### src/rtl/pipe_reg_skid.sv
// Elastic valid/ready pipeline stage with a 2-entry skid buffer and a registered in_ready.
// A flush or reset always leaves zero control payload, so downstream only ever sees a NOP.
module pipe_reg_skid #(
    parameter int DATA_W              = 128,
    parameter int CTRL_W              = 16,
    parameter int CLEAR_DATA_ON_FLUSH = 0,
    parameter int CNT_W               = 16
) (
    input  logic              clk,
    input  logic              rst,
    input  logic              in_valid,
    output logic              in_ready,
    input  logic [DATA_W-1:0] in_data,
    input  logic [CTRL_W-1:0] in_ctrl,
    output logic              out_valid,
    input  logic              out_ready,
    output logic [DATA_W-1:0] out_data,
    output logic [CTRL_W-1:0] out_ctrl,
    input  logic              hold,
    input  logic              flush,
    output logic [1:0]        occupancy,
    output logic [CNT_W-1:0]  bubble_cnt
);

    logic              main_v_q, main_v_d;
    logic              skid_v_q, skid_v_d;
    logic [CTRL_W-1:0] main_ctrl_q, main_ctrl_d;
    logic [CTRL_W-1:0] skid_ctrl_q, skid_ctrl_d;
    logic [DATA_W-1:0] main_data_q, main_data_d;
    logic [DATA_W-1:0] skid_data_q, skid_data_d;
    logic [CNT_W-1:0]  bubble_q, bubble_d;
    logic              acc;
    logic              cons;

    always_comb begin
        acc         = in_valid & ~skid_v_q & ~hold;
        cons        = main_v_q & out_ready & ~hold;
        main_v_d    = main_v_q;
        skid_v_d    = skid_v_q;
        main_ctrl_d = main_ctrl_q;
        skid_ctrl_d = skid_ctrl_q;
        main_data_d = main_data_q;
        skid_data_d = skid_data_q;
        bubble_d    = bubble_q;

        if (!main_v_q && (bubble_q != {CNT_W{1'b1}})) begin
            bubble_d = bubble_q + CNT_W'(1);
        end

        if (flush) begin
            // Flush wins over hold and drops any beat presented this cycle.
            main_v_d    = 1'b0;
            skid_v_d    = 1'b0;
            main_ctrl_d = '0;
            skid_ctrl_d = '0;
            if (CLEAR_DATA_ON_FLUSH != 0) begin
                main_data_d = '0;
                skid_data_d = '0;
            end
        end else if (skid_v_q) begin
            if (cons) begin
                main_ctrl_d = skid_ctrl_q;
                main_data_d = skid_data_q;
                skid_v_d    = 1'b0;
                skid_ctrl_d = '0;
            end
        end else if (main_v_q) begin
            if (acc && cons) begin
                main_ctrl_d = in_ctrl;
                main_data_d = in_data;
            end else if (acc) begin
                skid_v_d    = 1'b1;
                skid_ctrl_d = in_ctrl;
                skid_data_d = in_data;
            end else if (cons) begin
                main_v_d    = 1'b0;
                main_ctrl_d = '0;
            end
        end else if (acc) begin
            main_v_d    = 1'b1;
            main_ctrl_d = in_ctrl;
            main_data_d = in_data;
        end
    end

    always_ff @(posedge clk or posedge rst) begin
        if (rst) begin
            main_v_q    <= 1'b0;
            skid_v_q    <= 1'b0;
            main_ctrl_q <= '0;
            skid_ctrl_q <= '0;
            bubble_q    <= '0;
        end else begin
            main_v_q    <= main_v_d;
            skid_v_q    <= skid_v_d;
            main_ctrl_q <= main_ctrl_d;
            skid_ctrl_q <= skid_ctrl_d;
            bubble_q    <= bubble_d;
        end
    end

    generate
        if (CLEAR_DATA_ON_FLUSH != 0) begin : g_data_rst
            always_ff @(posedge clk or posedge rst) begin
                if (rst) begin
                    main_data_q <= '0;
                    skid_data_q <= '0;
                end else begin
                    main_data_q <= main_data_d;
                    skid_data_q <= skid_data_d;
                end
            end
        end else begin : g_data_norst
            always_ff @(posedge clk) begin
                main_data_q <= main_data_d;
                skid_data_q <= skid_data_d;
            end
        end
    endgenerate

    assign in_ready   = ~skid_v_q;
    assign out_valid  = main_v_q;
    assign out_ctrl   = main_ctrl_q;
    assign out_data   = main_data_q;
    assign occupancy  = {1'b0, main_v_q} + {1'b0, skid_v_q};
    assign bubble_cnt = bubble_q;

endmodule

### config.mk
export PLATFORM = sky130hd
export DESIGN_NAME = pipe_reg_skid
export DESIGN_NICKNAME = d
export VERILOG_FILES = /design/src/rtl/pipe_reg_skid.sv
export SDC_FILE = /design/constraint.sdc
export NUM_CORES = 1
export LEC_CHECK = 0
export ABC_AREA = 1
export BUFFER_PORTS_ARGS = -buffer_cell sky130_fd_sc_hd__buf_2
export CORE_ASPECT_RATIO = 0.75
export CORE_MARGIN = 2
export CORE_UTILIZATION = 50
export CTS_BUF_LIST = sky130_fd_sc_hd__clkbuf_4
export CTS_CLUSTER_SIZE = 24
export DETAILED_ROUTE_END_ITERATION = 8
export HOLD_SLACK_MARGIN = 0.15
export PLACE_DENSITY = 0.84
export SYNTH_ARGS = -nofsm -noshare
export SYNTH_HDL_FRONTEND = slang
export SYNTH_SLANG_ARGS = --single-unit
### constraint.sdc
create_clock -name clk -period 12.26 [get_ports clk]
set_input_delay 0.613 -clock clk [delete_from_list [all_inputs] [get_ports clk]]
set_output_delay 0.613 -clock clk [all_outputs]
set_load 0.03 [all_outputs]
* After elaboration in Yosys (flattened, before gate mapping)
Cells that the tools add are included.
** Word-level totals
- Register bits after elaboration :: 306
- Bits of input ports :: 150
- Output and inout port bits :: 164
- Logic and storage cells :: 64
** Cells by class
- Add/sub/neg operators :: 2
- Equal/unequal tests :: 7
- Muxes and demuxes :: 28
- Bitwise operators :: 8
- Reductions and logical operators :: 12
** Operators with widths (number)
- $mux 128 :: 5
- $mux 16 :: 12
- $add 16x1->16 const B :: 1
- $ne 16x16->1 const B :: 1
- $reduce_and 4->1 :: 3
- $mux 1 :: 11
- $reduce_bool 3->1 :: 3
- $reduce_bool 4->1 :: 2
- $ne 5x4->1 const B :: 1
- $reduce_and 5->1 :: 1
- $and 1x1->1 :: 4
- $not 1->1 :: 4
- $ne 3x1->1 const B :: 1
- $ne 3x2->1 const B :: 1
- $ne 3x3->1 const B :: 1
- $add 1x1->2 :: 1
- $logic_and 1x1->1 :: 2
- $ne 2x1->1 const B :: 1
- $ne 2x2->1 const B :: 1
- $logic_not 1->1 :: 1

* Longest topological paths before layout
- Word-level depth :: 8
- Gate-level depth with buffers :: 10
- Gate-level depth less buffers :: 9

* Least setup slack after synthesis
No wires, ideal clock.
- Path kind :: register to register
- From :: reg skid_v_q
- To :: reg skid_data_q[0] (enable)
- Setup time :: 0.772 ns
- Arrival :: 10.267 ns
- Data required time :: 11.488 ns
- Slack :: 1.220 ns
- Cell stages (with the launch flop) :: 8
- Buffers on the path :: 3
- Period minus slack after synthesis :: 11.040 ns
- Path through :: dfrtp_1 buf_4 inv_2 buf_2 buf_1 ha_1 nand2_1 nor3_1
** Between the ends
- Longest elaborated chain between the ends :: 6
** RTL lines
- start: declaration :: line 26 : logic skid_v_q, skid_v_d;
- start signal: assignment :: line 95 : skid_v_q <= skid_v_d;
- $not 1->1 (no line) *
- named net in_ready :: line 12 : output logic in_ready,
- $and 1x1->1 (2 in a row) :: line 36 : acc = in_valid & ~skid_v_q & ~hold;
- $logic_and 1x1->1 :: line 68 : if (acc && cons) begin
- $not 1->1 (no line)
- $reduce_and 5->1 (no line) *
- end signal: assignment :: line 116 : skid_data_q <= skid_data_d;
- end: declaration :: line 30 : logic [DATA_W-1:0] skid_data_q, skid_data_d;
Mark *: on every way through the listed nets, which the timed path passes. The rest lies on a longest branch.
A chain may end at the register's enable or synchronous reset.

* Final worst setup path
- From :: reg skid_v_q
- To :: reg main_data_q[44], in the netlist out_data[44] (enable)
** Between the ends
- Longest elaborated chain between the ends :: 6
- Elaborated cells on any way between the ends :: 8
- Those cells by class :: eq/ne (2); bitwise (3); reduce/logical (3)
** RTL lines
- $not 1->1 (no line)
- $and 1x1->1 (2 in a row) :: line 36
- $logic_and 1x1->1 :: line 68
- $ne 3x1->1 (no line)
- $reduce_and 4->1 (no line) *
- end signal: assignment :: line 115 : main_data_q <= main_data_d;
- end: declaration :: line 29 : logic [DATA_W-1:0] main_data_q, main_data_d;
Mark *: on every way between the ends. The rest lies on a longest branch, timed or not.

==> results.cfg <==
[critical_path]
cp-end-kind = register
crit_required_ns = 12.55
worst-path-max-fanout = 98
worstSetupPathType = reg -> reg
r2r_cells = 7
r2r_end = out_data[44]$_DFFE_PP_
r2r_slack_ns = 7.96
crit_end = out_data[44]$_DFFE_PP_
slowest_delay_ns = 1.16
worstReg2RegStart = skid_v_q$_DFF_PP0_
cpMaxStageDelayCell = dfrtp_4
critPathArrivalTime_ns = 4.59
worstSetupStartpoint = skid_v_q$_DFF_PP0_
worst_path_most_repeated_cell = buf_4
startpoint_type = register
crit_chain = inv_4 -> ha_1 -> a21oi_1 -> nand2_1 -> a21oi_4 -> buf_4 -> buf_4

[global_routing]
met2_usage = 0.4224
antenna_found_initial = 1
grt_pass1_vias = 9751
grt.busiest_layer = met2
use_met3 = 0.06857
met1_usage = 0.3281
grt_max_degree = 99
grt-ovfl-total = 0
grt_usage = 0.2615
grt_pass1_wl_um = 51570

[power_and_ir_drop]
clkPwrFrac = 0.353
power.leakage_nw = 7.360
seqPwrFrac = 0.511
p_sw_w = 0.0006703
peakVddDrop_mv = 0.1048
sw_frac_of_total = 0.2778
combPwrFrac = 0.137
p_int_w = 0.001743
p_per_area_nw_per_um2 = 148.5

[synth]
async_flop_share = 0.1634
syn_area_per_cell_sq_um = 11.22
synth-edff-count = 256
synthCells = 1087
yosysSeqAreaShare = 0.7326
ys_warn_count = 0
synth_cell_types = 27
ys_ff_latch = 306
syn_nets = 1241
synth_top_flop_cell = edfxtp_1
synth_area_sq_um = 12200

[timing]
relSlewSlack = 0.2532
fmax_ghz = 0.2323
hold_violations = 0
finalSetupViolations = 0
fin_crit_sh = 0.3511
slew_viol_final = 0
finalClockSkew_ns = 0.05898
min_period_ns = 4.304
fin_setup_tns_ns = 0
worstMarginPinSlew_ns = 1.120
grt_setup_unrepaired = no

[cts]
cts_root_buf = clkbuf_4
path_clk_slew_ns = 0.07
cts_tree = built
clockBufferDepth = 3
cts_made_buffers = 75
insertion_delay_ns = 0.69
h-tree-depth = 3
cts_sinks = 306
cts.repair.resized = 0

[placed_design]
gp_congestion = 0.8233
place_hpwl_um = 19060
dp.cells = 1694
port_buffers = 313

[cells_and_area]
stdcell_count = 1951
drive_above_1_share = 0.2847
syn2layout_area_growth_pct = 33.17
fin_util = 0.6777
fillCellCount = 1658
final_nets = 1722

[routing]
remaining_drc_errors = 0
dr.pass1.iters = 7
post_drt_wl_per_cell_um = 17.37
antenna_left = 0
routed_via_density = 5.093
vias = 9936
wirelength_um = 33890
drtIter0Drc = 984

[floorplanning]
dieArea_sq_um = 25680
io_pins = 314
die_h_um = 139.3
rows = 49
fp.coreArea_sq_um = 23970
dieWidth_um = 184.4
floorplan.initialDensity = 0.5090

[hold_path]
min_path_type = in -> async

[run]
maxCapViolCount = 0

[outcome]
status = finished, final reports clean
==> layout make-up <==
class | count | area (sq um) | share of cell area
clock buffers | 105 | 788.3 | 0.04852
inverters | 25 | 96.34 | 0.005930
clock inverters | 23 | 146.4 | 0.009010
well taps | 331 | 414.1 | 0.02549
flip-flops and latches | 306 | 8942 | 0.5504
diodes | 1 | 2.502 | 0.0001540
repair buffers | 447 | 2893 | 0.1781
multi-input cells | 713 | 2964 | 0.1824
==> synth_stat cells (3+ instances only) <==
library cell  count  share of area
buf_1             6         0.0018
buf_2            14         0.0057
buf_4             3         0.0018
buf_6             4         0.0037
clkbuf_1         16         0.0049
dfrtp_1          50           0.10
edfxtp_1        256           0.63
ha_1              4         0.0041
inv_1            21         0.0065
inv_2             4         0.0012
nand2_1         600           0.18
nand2_2          10         0.0051
nand3_1           7         0.0029
nand4_1          22          0.011
nor2_1           35          0.011
nor2_2            3         0.0015
nor3_1            7         0.0029
o21ai_0           8         0.0033
xnor2_1           6         0.0043
==> per-stage QoR <==
stage | area (sq um) | setup slack [ns] | hold WS, ns | power, W
after floorplan | 12200 | 1.220 | 0.4422 | 0.001444
after global placement | 14030 | 8.094 | 0.4538 | 0.001532
final | 16250 | 7.956 | 0.2168 | 0.002413
after global routing | 16250 | 7.739 | 0.2252 | 0.002516
after CTS | 16240 | 8.034 | 0.1782 | 0.002404
after detailed placement | 14030 | 8.055 | 0.4585 | 0.001543
==> what timing repair did <==
| item | CTS | global route |
|---|---|---|
| hold endpoints to repair | 138 | 0 |
| hold buffers | 128 | 0 |
| endpoints found under the setup margin | 0 | 0 |
| buffers inserted | 0 | 0 |
==> sequential cells by signal, indices dropped and copies added, names as in the netlist <==
register / count
bubble_cnt: 16
skid_ctrl_q: 16
skid_v_q: 1
out_data: 128
skid_data_q: 128
out_valid: 1
out_ctrl: 16
==> cells by family (layout without fill, tap and decap cells) <==
group / Yosys count / in the layout / share of synthesized area
AO/OA/AOI/OAI: 11 / 11 / 0.005436
buffers and inverters: 68 / 600 / 0.02574
adder cells (fa/ha/maj): 4 / 4 / 0.004102
XOR/XNOR: 6 / 6 / 0.004307
AND/OR/NAND/NOR: 692 / 692 / 0.2278
other: 0 / 1 / 0
flip-flops: 306 / 306 / 0.7326
==> power by group through the flow <==
stage / clock network [W] / registers [W] / logic [W]
after global placement: 0 / 0.00125 / 0.000283
after global routing: 0.000923 / 0.00124 / 0.000356
after floorplan: 0 / 0.00133 / 0.000110
after detailed placement: 0 / 0.00125 / 0.000291
after CTS: 0.000849 / 0.00123 / 0.000324
final: 0.000851 / 0.00123 / 0.000330
==> worst min-delay path by stage <==
stage	from	endpoint	slack, ns	cells after the start
after floorplan	skid_ctrl_q[0]$_DFFE_PP0P_	skid_ctrl_q[0]$_DFFE_PP0P_	0.44	2
after global placement	skid_ctrl_q[1]$_DFFE_PP0P_	skid_ctrl_q[1]$_DFFE_PP0P_	0.45	2
after detailed placement	skid_ctrl_q[15]$_DFFE_PP0P_	skid_ctrl_q[15]$_DFFE_PP0P_	0.46	2
after CTS	rst	bubble_cnt[15]$_DFFE_PP0P_	0.18	2
after global routing	rst	bubble_cnt[13]$_DFFE_PP0P_	0.23	2
final	rst	bubble_cnt[15]$_DFFE_PP0P_	0.22	2
==> cells in the final DEF, fill, tap and decap left out <==
master,synthesis,final
buf_2,14,313
inv_4,0,1
diode_2,0,1
o21ai_0,8,8
clkinvlp_4,0,1
nor2_1,35,35
nand2_4,2,2
nor2_8,1,1
nor3_4,1,1
bufinv_16,0,2
clkinv_2,0,3
o21ai_4,1,1
dlygate4sd3_1,0,128
inv_1,21,20
nor2_4,2,2
dfrtp_4,0,1
nor3_2,0,1
buf_4,3,6
nand2_2,10,10
nor3_1,7,6
dfrtp_1,50,49
nand3_4,1,1
nand3_1,7,7
edfxtp_1,256,256
nand4_1,22,22
xnor2_1,6,6
nand3b_1,1,1
ha_1,4,4
inv_2,4,6
clkinv_1,0,15
a21oi_4,0,1
a21oi_1,2,1
nor2_2,3,3
nand2_1,600,600
clkbuf_4,0,105
==> layer usage <==
metal / share of wire / wire, um
met1: 0.38 / 12890
met2: 0.48 / 16270
met3: 0.10 / 3388
met4: 0.039 / 1332
met5: 0 / 0
==> worst max-delay path, delay by kind of cell, from the launching register on <==
family	cells	cell delay [ns]
buffers and inverters	3	1.91
flip-flops	1	1.16
adder cells (fa/ha/maj)	1	0.33
AO/OA/AOI/OAI	2	0.26
AND/OR/NAND/NOR	1	0.11
No activity file was read; power rests on OpenSTA's default activity.
